===== config.mk =====
export PLATFORM = sky130hd
export DESIGN_NAME = context_loader
export DESIGN_NICKNAME = d
export VERILOG_FILES = /design/src/rtl/context_loader.sv
export SDC_FILE = /design/constraint.sdc
export NUM_CORES = 1
export LEC_CHECK = 0
export CAP_MARGIN = 20
export CORE_MARGIN = 8
export CORE_UTILIZATION = 47
export DETAILED_ROUTE_END_ITERATION = 16
export PLACE_DENSITY_LB_ADDON = 0.15
export REMOVE_ABC_BUFFERS = 1
export SKIP_CTS_REPAIR_TIMING = 1
export SLEW_MARGIN = 5
export SYNTH_ARGS = -nofsm -noshare
export SYNTH_HDL_FRONTEND = slang
export SYNTH_SLANG_ARGS = --single-unit

===== constraint.sdc =====
create_clock -name CLK_I -period 1.9 [get_ports CLK_I]
set_input_delay 0.38 -clock CLK_I [delete_from_list [all_inputs] [get_ports CLK_I]]
set_output_delay 0.38 -clock CLK_I [all_outputs]
set_load 0.02 [all_outputs]

===== src/rtl/context_loader.sv =====
// Host command-stream writer for the CGRA context control unit (CCU write/load/run master).
// Optional feature macro: CONTEXT_LOADER_CHECKSUM_EN (trailing XOR checksum word per WRITE burst).
module context_loader #(
  parameter int CONTEXT_ADDR_WIDTH    = 8,
  parameter int CONTEXT_MEMORY_LENGTH = 256
) (
  input  logic                          CLK_I,
  input  logic                          RST_N_I,
  input  logic                          CMD_VALID_I,
  output logic                          CMD_READY_O,
  input  logic [31:0]                   CMD_DATA_I,
  input  logic                          CLR_ERR_I,
  output logic                          CCU_WR_EN_O,
  output logic [CONTEXT_ADDR_WIDTH-1:0] CCU_ADDR_O,
  output logic [CONTEXT_ADDR_WIDTH+1:0] CCU_DATA_O,
  output logic                          CCU_LOAD_EN_O,
  output logic                          CCU_EN_O,
  output logic                          BUSY_O,
  output logic                          ERR_O
);

  localparam int CAW = CONTEXT_ADDR_WIDTH;
  localparam int DW  = CONTEXT_ADDR_WIDTH + 2;

  localparam logic [1:0] S_IDLE  = 2'd0;
  localparam logic [1:0] S_WRITE = 2'd1;
  localparam logic [1:0] S_LOAD  = 2'd2;
  localparam logic [1:0] S_RUN   = 2'd3;

  localparam logic [1:0] OP_NOP   = 2'b00;
  localparam logic [1:0] OP_WRITE = 2'b01;
  localparam logic [1:0] OP_START = 2'b10;
  localparam logic [1:0] OP_STOP  = 2'b11;

  // One extra bit so a full-size memory (LENGTH == 2**CAW) never flags a range error.
  localparam logic [CAW:0] C_LIMIT = (CAW+1)'(CONTEXT_MEMORY_LENGTH);

  logic [1:0]     r_state;
  logic [CAW-1:0] r_addr;
  logic [CAW-1:0] r_cnt;
  logic [CAW-1:0] r_ccu_addr;
  logic [DW-1:0]  r_ccu_data;
  logic           r_wr_en;
  logic           r_err;

  logic           w_xfer;
  logic [1:0]     w_op;
  logic [CAW-1:0] w_hdr_addr;
  logic [CAW-1:0] w_hdr_len;
  logic [DW-1:0]  w_word;
  logic           w_in_range;
  logic           w_data_phase;
  logic           w_data_xfer;
  logic           w_ck_phase;
  logic           w_ck_bad;
  logic           w_run_bad;
  logic           w_err_set;
  logic           w_last_word_done;
  logic           w_unused;

  assign w_xfer      = CMD_VALID_I && CMD_READY_O;
  assign w_op        = CMD_DATA_I[31:30];
  assign w_hdr_addr  = CMD_DATA_I[CAW-1:0];
  assign w_hdr_len   = CMD_DATA_I[16+CAW-1:16];
  assign w_word      = CMD_DATA_I[DW-1:0];
  assign w_in_range  = ({1'b0, r_addr} < C_LIMIT);
  assign w_data_xfer = w_xfer && w_data_phase;
  assign w_unused    = ^{CMD_DATA_I[29:16+CAW], CMD_DATA_I[15:DW]};

`ifdef CONTEXT_LOADER_CHECKSUM_EN
  logic          r_ck_pend;
  logic [DW-1:0] r_xor;

  assign w_data_phase     = (r_state == S_WRITE) && !r_ck_pend;
  assign w_ck_phase       = (r_state == S_WRITE) && r_ck_pend;
  assign w_ck_bad         = w_xfer && w_ck_phase && (w_word != r_xor);
  assign w_last_word_done = w_xfer && w_ck_phase;

  always_ff @(posedge CLK_I or negedge RST_N_I) begin
    if (!RST_N_I) begin
      r_ck_pend <= 1'b0;
      r_xor     <= '0;
    end else if (r_state == S_IDLE && w_xfer && w_op == OP_WRITE) begin
      r_ck_pend <= 1'b0;
      r_xor     <= '0;
    end else if (w_data_xfer) begin
      r_xor <= r_xor ^ w_word;
      if (r_cnt == '0) r_ck_pend <= 1'b1;
    end else if (w_xfer && w_ck_phase) begin
      r_ck_pend <= 1'b0;
    end
  end
`else
  assign w_data_phase     = (r_state == S_WRITE);
  assign w_ck_phase       = 1'b0;
  assign w_ck_bad         = 1'b0;
  assign w_last_word_done = w_data_xfer && (r_cnt == '0);
`endif

  assign w_run_bad = w_xfer && (r_state == S_RUN) && (w_op == OP_WRITE || w_op == OP_START);
  assign w_err_set = (w_data_xfer && !w_in_range) || w_run_bad || w_ck_bad;

  always_ff @(posedge CLK_I or negedge RST_N_I) begin
    if (!RST_N_I) begin
      r_state    <= S_IDLE;
      r_addr     <= '0;
      r_cnt      <= '0;
      r_ccu_addr <= '0;
      r_ccu_data <= '0;
      r_wr_en    <= 1'b0;
      r_err      <= 1'b0;
    end else begin
      r_wr_en <= 1'b0;
      r_err   <= w_err_set || (r_err && !CLR_ERR_I);
      case (r_state)
        S_IDLE: begin
          if (w_xfer) begin
            case (w_op)
              OP_WRITE: begin
                r_addr  <= w_hdr_addr;
                r_cnt   <= w_hdr_len;
                r_state <= S_WRITE;
              end
              OP_START: begin
                r_ccu_addr <= w_hdr_addr;
                r_state    <= S_LOAD;
              end
              default: r_state <= S_IDLE;
            endcase
          end
        end
        S_WRITE: begin
          // Out-of-range words still advance address and count so the burst length is honoured.
          if (w_data_xfer) begin
            if (w_in_range) begin
              r_wr_en    <= 1'b1;
              r_ccu_addr <= r_addr;
              r_ccu_data <= w_word;
            end
            r_addr <= r_addr + 1'b1;
            r_cnt  <= r_cnt - 1'b1;
          end
          if (w_last_word_done) r_state <= S_IDLE;
        end
        S_LOAD: r_state <= S_RUN;
        S_RUN: begin
          if (w_xfer && w_op == OP_STOP) r_state <= S_IDLE;
        end
        default: r_state <= S_IDLE;
      endcase
    end
  end

  assign CMD_READY_O   = (r_state != S_LOAD);
  assign CCU_WR_EN_O   = r_wr_en;
  assign CCU_ADDR_O    = r_ccu_addr;
  assign CCU_DATA_O    = r_ccu_data;
  assign CCU_LOAD_EN_O = (r_state == S_LOAD);
  assign CCU_EN_O      = (r_state == S_LOAD) || (r_state == S_RUN);
  assign BUSY_O        = (r_state != S_IDLE);
  assign ERR_O         = r_err;

endmodule

# After elaboration in Yosys (flattened, before gate mapping)
# Index checks and enable logic that the tools add are counted.
# Widths: inputs -> output; s select.
[op_classes]
addsub = 2
eq_ne = 13
n_mux = 19
n_reduce_logical = 19
[ops]
columns = ["cell", "count"]
rows = [
  ["$mux 8", 9],
  ["$pmux 8 s2", 3],
  ["$ne 2x2->1 const B", 5],
  ["$add 8x1->8 const B", 1],
  ["$eq 2x2->1 const B", 4],
  ["$logic_not 8->1", 1],
  ["$pmux 2 s4", 1],
  ["$reduce_and 4->1", 2],
  ["$sub 8x1->8 const B", 1],
  ["$logic_and 1x1->1", 7],
  ["$mux 2", 3],
  ["$eq 2x1->1 const B", 2],
  ["$ne 2x1->1 const B", 2],
  ["$pmux 2 s2", 1],
  ["$reduce_bool 2->1", 2],
  ["$logic_or 1x1->1", 3],
  ["$reduce_and 3->1", 1],
  ["$logic_not 2->1", 1],
  ["$mux 1", 2],
  ["$reduce_and 2->1", 1],
  ["$logic_not 1->1", 1],
]
[totals]
register_bits = 38
word_cells = 60
inputBits = 36
out_inout_bits = 24

# Longest topological paths before layout
# Gate-level depths: netlist of the first run.
[logic_depth]
depth_word = 6
ltp_mapped = 7
depth_no_buf = 6

# Least setup slack after synthesis of the first run
# No wires, ideal clock.
[synth_path]
kind = "reg-to-reg"
startpoint = "register r_cnt[0]"
endpoint = "register r_cnt[6]"
stages_incl_launch_ff = 7
period_less_slack_ns = 1.590
setup_time_ns = 0.077
path_slack_ns = 0.310
arrival_ns = 1.513
path_cell_list = "dfrtp_1 -> inv_1 -> ha_1 -> or3b_2 -> o31ai_1 -> a21oi_1 -> a21oi_1"
[synth_between]
elab_chain_cells = 3
[synth_lines]
columns = ["element", "line", "source"]
rows = [
  ["start: declaration", "40", "logic [CAW-1:0] r_cnt;"],
  ["start signal: assignment", "121", "r_cnt <= w_hdr_len;"],
  ["start signal: assignment", "141", "r_cnt <= r_cnt - 1'b1;"],
  ["$sub 8x1->8", "141", ""],
  ["$mux 8", "134", "if (w_data_xfer) begin"],
  ["$pmux 8 s2", "115", "case (r_state)"],
]
# No other way between the ends. The select of a mux whose other input is x is not followed.
# A chain may end at the register's enable or synchronous reset.

# Worst setup path in the final report of the first run
[layout_path]
startpoint = "register r_state[1]"
endpoint = "output CCU_EN_O"
[layout_between]
elab_chain_cells = 2
word_cells_on_any_way = 3
classes_between = "2 x eq/ne; 1 x reduce/logical"
[layout_lines]
columns = ["element", "line", "source"]
rows = [
  ["start: declaration", "38", "logic [1:0] r_state;"],
  ["start signal: assignment", "105", "r_state <= S_IDLE;"],
  ["start signal: assignment", "122", "r_state <= S_WRITE;"],
  ["start signal: assignment", "126", "r_state <= S_LOAD;"],
  ["$eq 2x2->1", "159", "assign CCU_EN_O = (r_state == S_LOAD) || (r_state == S_RUN);"],
  ["$logic_or 1x1->1 (*)", "159", ""],
  ["end: declaration", "17", "output logic CCU_EN_O,"],
]
# Mark *: on every way between the ends. The rest lies on a longest branch, timed or not.

==> results.toml, run 1 <==
[critical_path]
cp_data_arrival_time_ns = 1.43
critPathMaxFanout = 8
rr_worst_depth = 6
regToRegSetupSlack_ns = 0.12
path_class = "flip-flop to primary output"
regToRegEndpoint = "r_cnt[6]"
endpoint_kind = "primary output"
r2r-start = "r_cnt[1]"
required_ns = 1.52
critPathLaunchType = "flip-flop"

[grt]
antenna_found_initial = 0
grt-ovfl-total = 0
grt_max_degree = 21
grtUsageMet2_pct = 22.2
grt_pass1_wl_mm = 7.69
busiest_layer = "met2"
met3_usage_pct = 5.41
grt_pass1_vias = 1674
grt_util_all_layers_pct = 14.9
grt_use_met1_pct = 19.2

[clock_network]
htreeDepth = 2
cts_buffer_depth = 2
root_buffer = "clkbuf_8"
clock_latency_ns = 0.30
cts_num_sinks = 38
numCtsBuffers = 5
cts.clk_slew.worst_paths_ns = 0.08
tritoncts = "built"

[finish]
fillers = 344
drive_above_1_share_pct = 17.1
finish.utilization_pct = 67.5
stdcell_count = 307
area_growth_pct = 37.7
num_antenna_cells = 0
num-nets-final = 298
stdcell_area_sq_um = 2720

[drt]
firstDrtPassIters = 4
wl_per_cell_um = 14.7
antenna_left = 0
finalWirelength_mm = 4.53
drt_iter0_drc = 133
vias_per_cell = 5.42
num_vias = 1663
drc = 0

[synth]
syn_area_sq_um = 1970
yosys_most_used_dff = "dfrtp_1"
synth_edf_count = 0
synth.top_cells.by_area = "dfrtp_1 (48%), a21oi_1 (6.3%), mux2_2 (5.7%), nand2_1 (4.4%), ha_1 (3.8%)"
yosysUniqueCellTypes = 40
syn_area_per_cell_sq_um = 9.87
ys_seq_elements = 38
yosysWarnings = 0
ys_seq_area_share_pct = 48.2
async_flop_share_pct = 100
yosys.area.top_type = "dfrtp_1"
synthCells = 200
synth_top_area_share_pct = 48.2

[timing]
finalMaxSlewViolations = 0
slew-limit-headroom_pct = 54.2
hold_viol = 0
setup_viol = 0
skew_ns = 0.00647
post-route-worst-setup-slack_ns = 0.0881
finalCritPeriodShare_pct = 95.4
tns_ns = 0
rsz0062_at_grt = "false"
finalCriticalPeriod_ns = 1.81
tightest_slew_ns = 0.687
max_freq_ghz = 0.552
hold_ws_ns = 0.0290

[status]
outcome = "complete, no violations"

[die]
rows = 23
fp.dieH_um = 80.8
dieArea_sq_um = 6530
dieWidth_um = 80.8
core_region_area_sq_um = 4030
start_util_pct = 49.0
num_io_pins = 60

[placed_design]
portBuffers = 47
post-place-ws_ns = -0.0360
gp_congestion = 0.805
hpwlAfterDp_mm = 3.23
dp_cells = 299
placed_cell_area_sq_um = 2570

[power]
p_per_area_nw_per_um2 = 1670
peakVddDrop_mv = 0.823
leakage_nw = 1.22
total_power_mw = 4.54

[run]
drv_cap = 0

[min_path]
hold_path.class = "input pin to asynchronous set/reset pin"
[worst max-delay path by stage]
stage	end	slack, ns	cells after the start	from
after floorplan	CCU_DATA_O[0]	-0.95	3	r_state[1]
after global placement	r_addr[3]	-0.02	7	CMD_DATA_I[31]
after detailed placement	r_addr[3]	-0.04	7	CMD_DATA_I[31]
after CTS	BUSY_O	-0.004	2	r_state[1]
after global routing	r_cnt[6]	0.009	6	r_cnt[1]
final	CCU_EN_O	0.09	2	r_state[1]
[cell usage in the layout, fill, tap and decap left out, types with 2 or more instances in the layout]
| cell | Yosys | layout |
|---|---|---|
| nor2_1 | 11 | 11 |
| mux2_2 | 10 | 10 |
| o21ai_0 | 13 | 13 |
| bufinv_16 | 0 | 2 |
| a21oi_1 | 25 | 25 |
| dlymetal6s2s_1 | 0 | 2 |
| o21ai_1 | 2 | 2 |
| nand3_1 | 4 | 4 |
| nand2b_1 | 2 | 2 |
| nand4_1 | 4 | 4 |
| clkdlybuf4s50_1 | 0 | 44 |
| a21o_1 | 6 | 6 |
| mux2i_1 | 6 | 6 |
| buf_4 | 3 | 13 |
| clkbuf_8 | 0 | 6 |
| buf_12 | 0 | 2 |
| o22ai_1 | 5 | 5 |
| ha_1 | 6 | 6 |
| inv_1 | 8 | 7 |
| a2bb2oi_1 | 3 | 3 |
| nand2_1 | 23 | 23 |
| dfrtp_1 | 38 | 38 |
[state kept, by name, summed over array words and instances (netlist names)]
name and cells:
ERR_O 1, CCU_WR_EN_O 1, CCU_DATA_O 10, CCU_ADDR_O 8, r_cnt 8, r_addr 8
r_state 2
[Yosys cell counts (2+ instances only)]
library cell / instances
dfrtp_1: 38
a21oi_1: 25
nand2_1: 23
o21ai_0: 13
nor2_1: 11
mux2_2: 10
buf_2: 9
inv_1: 8
a21o_1: 6
ha_1: 6
mux2i_1: 6
o22ai_1: 5
nand3_1: 4
nand4_1: 4
a2bb2oi_1: 3
buf_4: 3
nand2b_1: 2
o21ai_1: 2
[power breakdown]
part | switching (mW) | internal, mW | total, mW
registers | 0.304 | 1.20 | 1.50
clock network | 0.291 | 0.560 | 0.851
logic | 1.12 | 1.06 | 2.19
total | 1.72 | 2.82 | 4.54
[area by class of cell]
class	instances	area (sq um)	area share, %
clock inverters	2	60.1	2.21
well taps	50	62.6	2.30
multi-input cells	141	923	34.0
clock buffers	6	82.6	3.04
inverters	8	30.0	1.10
repair buffers	62	608	22.4
flip-flops and latches	38	951	35.0
[routing by layer]
metal | vias up | wire [um]
li1 | 825 | -
met1 | 795 | 2110
met2 | 38 | 2030
met3 | 5 | 321
met4 | 0 | 68
met5 | - | 0
[critical path, cell delays in order (launching register included)]
cell and delay [ns]:
dfrtp_1 0.36, buf_4 0.16, clkdlybuf4s50_1 0.61
[logic make-up after synthesis]
logic type | Yosys count | synth area share [%]
compound gates | 65 | 20.7
simple gates | 54 | 13.4
flops | 38 | 48.2
mux | 16 | 8.75
fa+ha+maj | 6 | 3.80
buf+inv | 21 | 5.14
No activity file was read; power rests on OpenSTA's default activity.
==> run 2, diff against run 1 <==
Settings changed: CORE_MARGIN 8 to default, CTS_BUF_LIST from default to sky130_fd_sc_hd__clkbuf_16.
==> results.toml, run 2 (synthesized netlist as in run 1, its figures left out) <==
[status]
outcome = "complete, no violations"

[die]
dieArea_sq_um = 4460
rows = 23
dieWidth_um = 66.8
core_region_area_sq_um = 4030
num_io_pins = 60
fp.dieH_um = 66.8
start_util_pct = 49.0

[finish]
layout_commonest_cell = "clkdlybuf4s50_1"
drive_above_1_share_pct = 16.7
seqCellArea_sq_um = 951
stdcell_area_sq_um = 2770
num_antenna_cells = 0
fillers = 347
num-nets-final = 299
stdcell_count = 308
layout.cells.most_common_list = "clkdlybuf4s50_1 (45), dfrtp_1 (38), a21oi_1 (25)"
multiInputGateArea_sq_um = 923
largest_register_ffs = 10
area_growth_pct = 40.3

[timing]
tns_ns = 0
hold_viol = 0
setup_viol = 0
max_freq_ghz = 0.549
skew_ns = 0.00489
finalCriticalPeriod_ns = 1.82
hold_ws_ns = 0.0256
rsz0062_at_grt = "false"
tightest_slew_ns = 0.398
finalCritPeriodShare_pct = 95.9
finalMaxSlewViolations = 0
slew-limit-headroom_pct = 73.4

[drt]
vias_per_cell = 5.45
finalWirelength_mm = 4.18
drc = 0
num_vias = 1679
antenna_left = 0
firstDrtPassIters = 4
drt_iter0_drc = 69
wl_per_cell_um = 13.6

[grt]
grt_util_all_layers_pct = 20.5
grt-ovfl-total = 0
antenna_found_initial = 0
grt_pass1_wl_mm = 6.83
grt_max_degree = 23
grt_pass1_vias = 1528

[power]
peakVddDrop_mv = 1.02
p_per_area_nw_per_um2 = 1720
leakage_nw = 1.23

[critical_path]
critPathMaxFanout = 3
required_ns = 1.52
path_class = "flip-flop to primary output"
endpoint_kind = "primary output"
cp_data_arrival_time_ns = 1.44
critPathLaunchType = "flip-flop"

[placed_design]
portBuffers = 47
hpwlAfterDp_mm = 2.99
dp_cells = 300
gp_congestion = 0.825
placed_cell_area_sq_um = 2580

[run]
drv_cap = 0

[min_path]
hold_path.class = "input pin to asynchronous set/reset pin"

[clock_network]
numCtsBuffers = 5
htreeDepth = 2
tritoncts = "built"
root_buffer = "clkbuf_16"
cts_num_sinks = 38
clock_latency_ns = 0.28
cts.clk_slew.worst_paths_ns = 0.06
cts_buffer_depth = 2
run 2: routing by layer:
| layer | up-vias | part of all wire, % | track usage, % | wire [um] |
|---|---|---|---|---|
| met5 | - | 0 | 0 | 0 |
| met4 | 0 | 0.41 | 6.38 | 17 |
| met3 | 2 | 3.8 | 4.79 | 159 |
| met2 | 31 | 48 | 33.1 | 2010 |
| met1 | 816 | 48 | 27.0 | 2000 |
| li1 | 830 | - | - | - |
run 2: area by class of cell:
class,count,area share [%]
multi-input combinational,141,33.3
sequential,38,34.3
inverter,8,1.08
clock buffer,5,4.52
timing repair buffer,63,22.1
tap,50,2.26
clock inverter,3,2.30
run 2: critical path: stages, from the launching register on:
cell             delay, ns
dfrtp_1               0.38
nand2b_1              0.15
inv_1                 0.05
clkdlybuf4s50_1       0.59
run 2: power breakdown:
group          total, mW  leakage [nW]  internal [mW]  switching [mW]
Sequential          1.50         0.446           1.20           0.298
Combinational       2.21         0.689           1.09            1.12
Clock               1.06        0.0915          0.747           0.314
run 2: final timing paths:
path | startpoint | to | slack, ns | depth (start not counted)
max in group asynchronous | RST_N_I | CCU_ADDR_O[1] | 1.42 | 2
hold reg to reg | CCU_ADDR_O[0] | CCU_ADDR_O[0] | 0.47 | 1
min in group CLK_I | CCU_ADDR_O[0] | CCU_ADDR_O[0] | 0.47 | 1
setup reg to reg | r_cnt[0] | r_cnt[6] | 0.12 | 6
setup / recovery | r_state[0] | CCU_LOAD_EN_O | 0.08 | 3
hold / removal | RST_N_I | CCU_DATA_O[5] | 0.03 | 1
run 2: stage by stage:
stage	setup slack, ns	util, %	total power, mW
after floorplan	-0.954	-	2.75
after global placement	0.0151	64.0	3.67
after detailed placement	-0.00889	64.0	3.72
after CTS	0.0332	68.7	4.81
after global routing	0.00428	68.7	5.08
final	0.0772	68.7	4.77
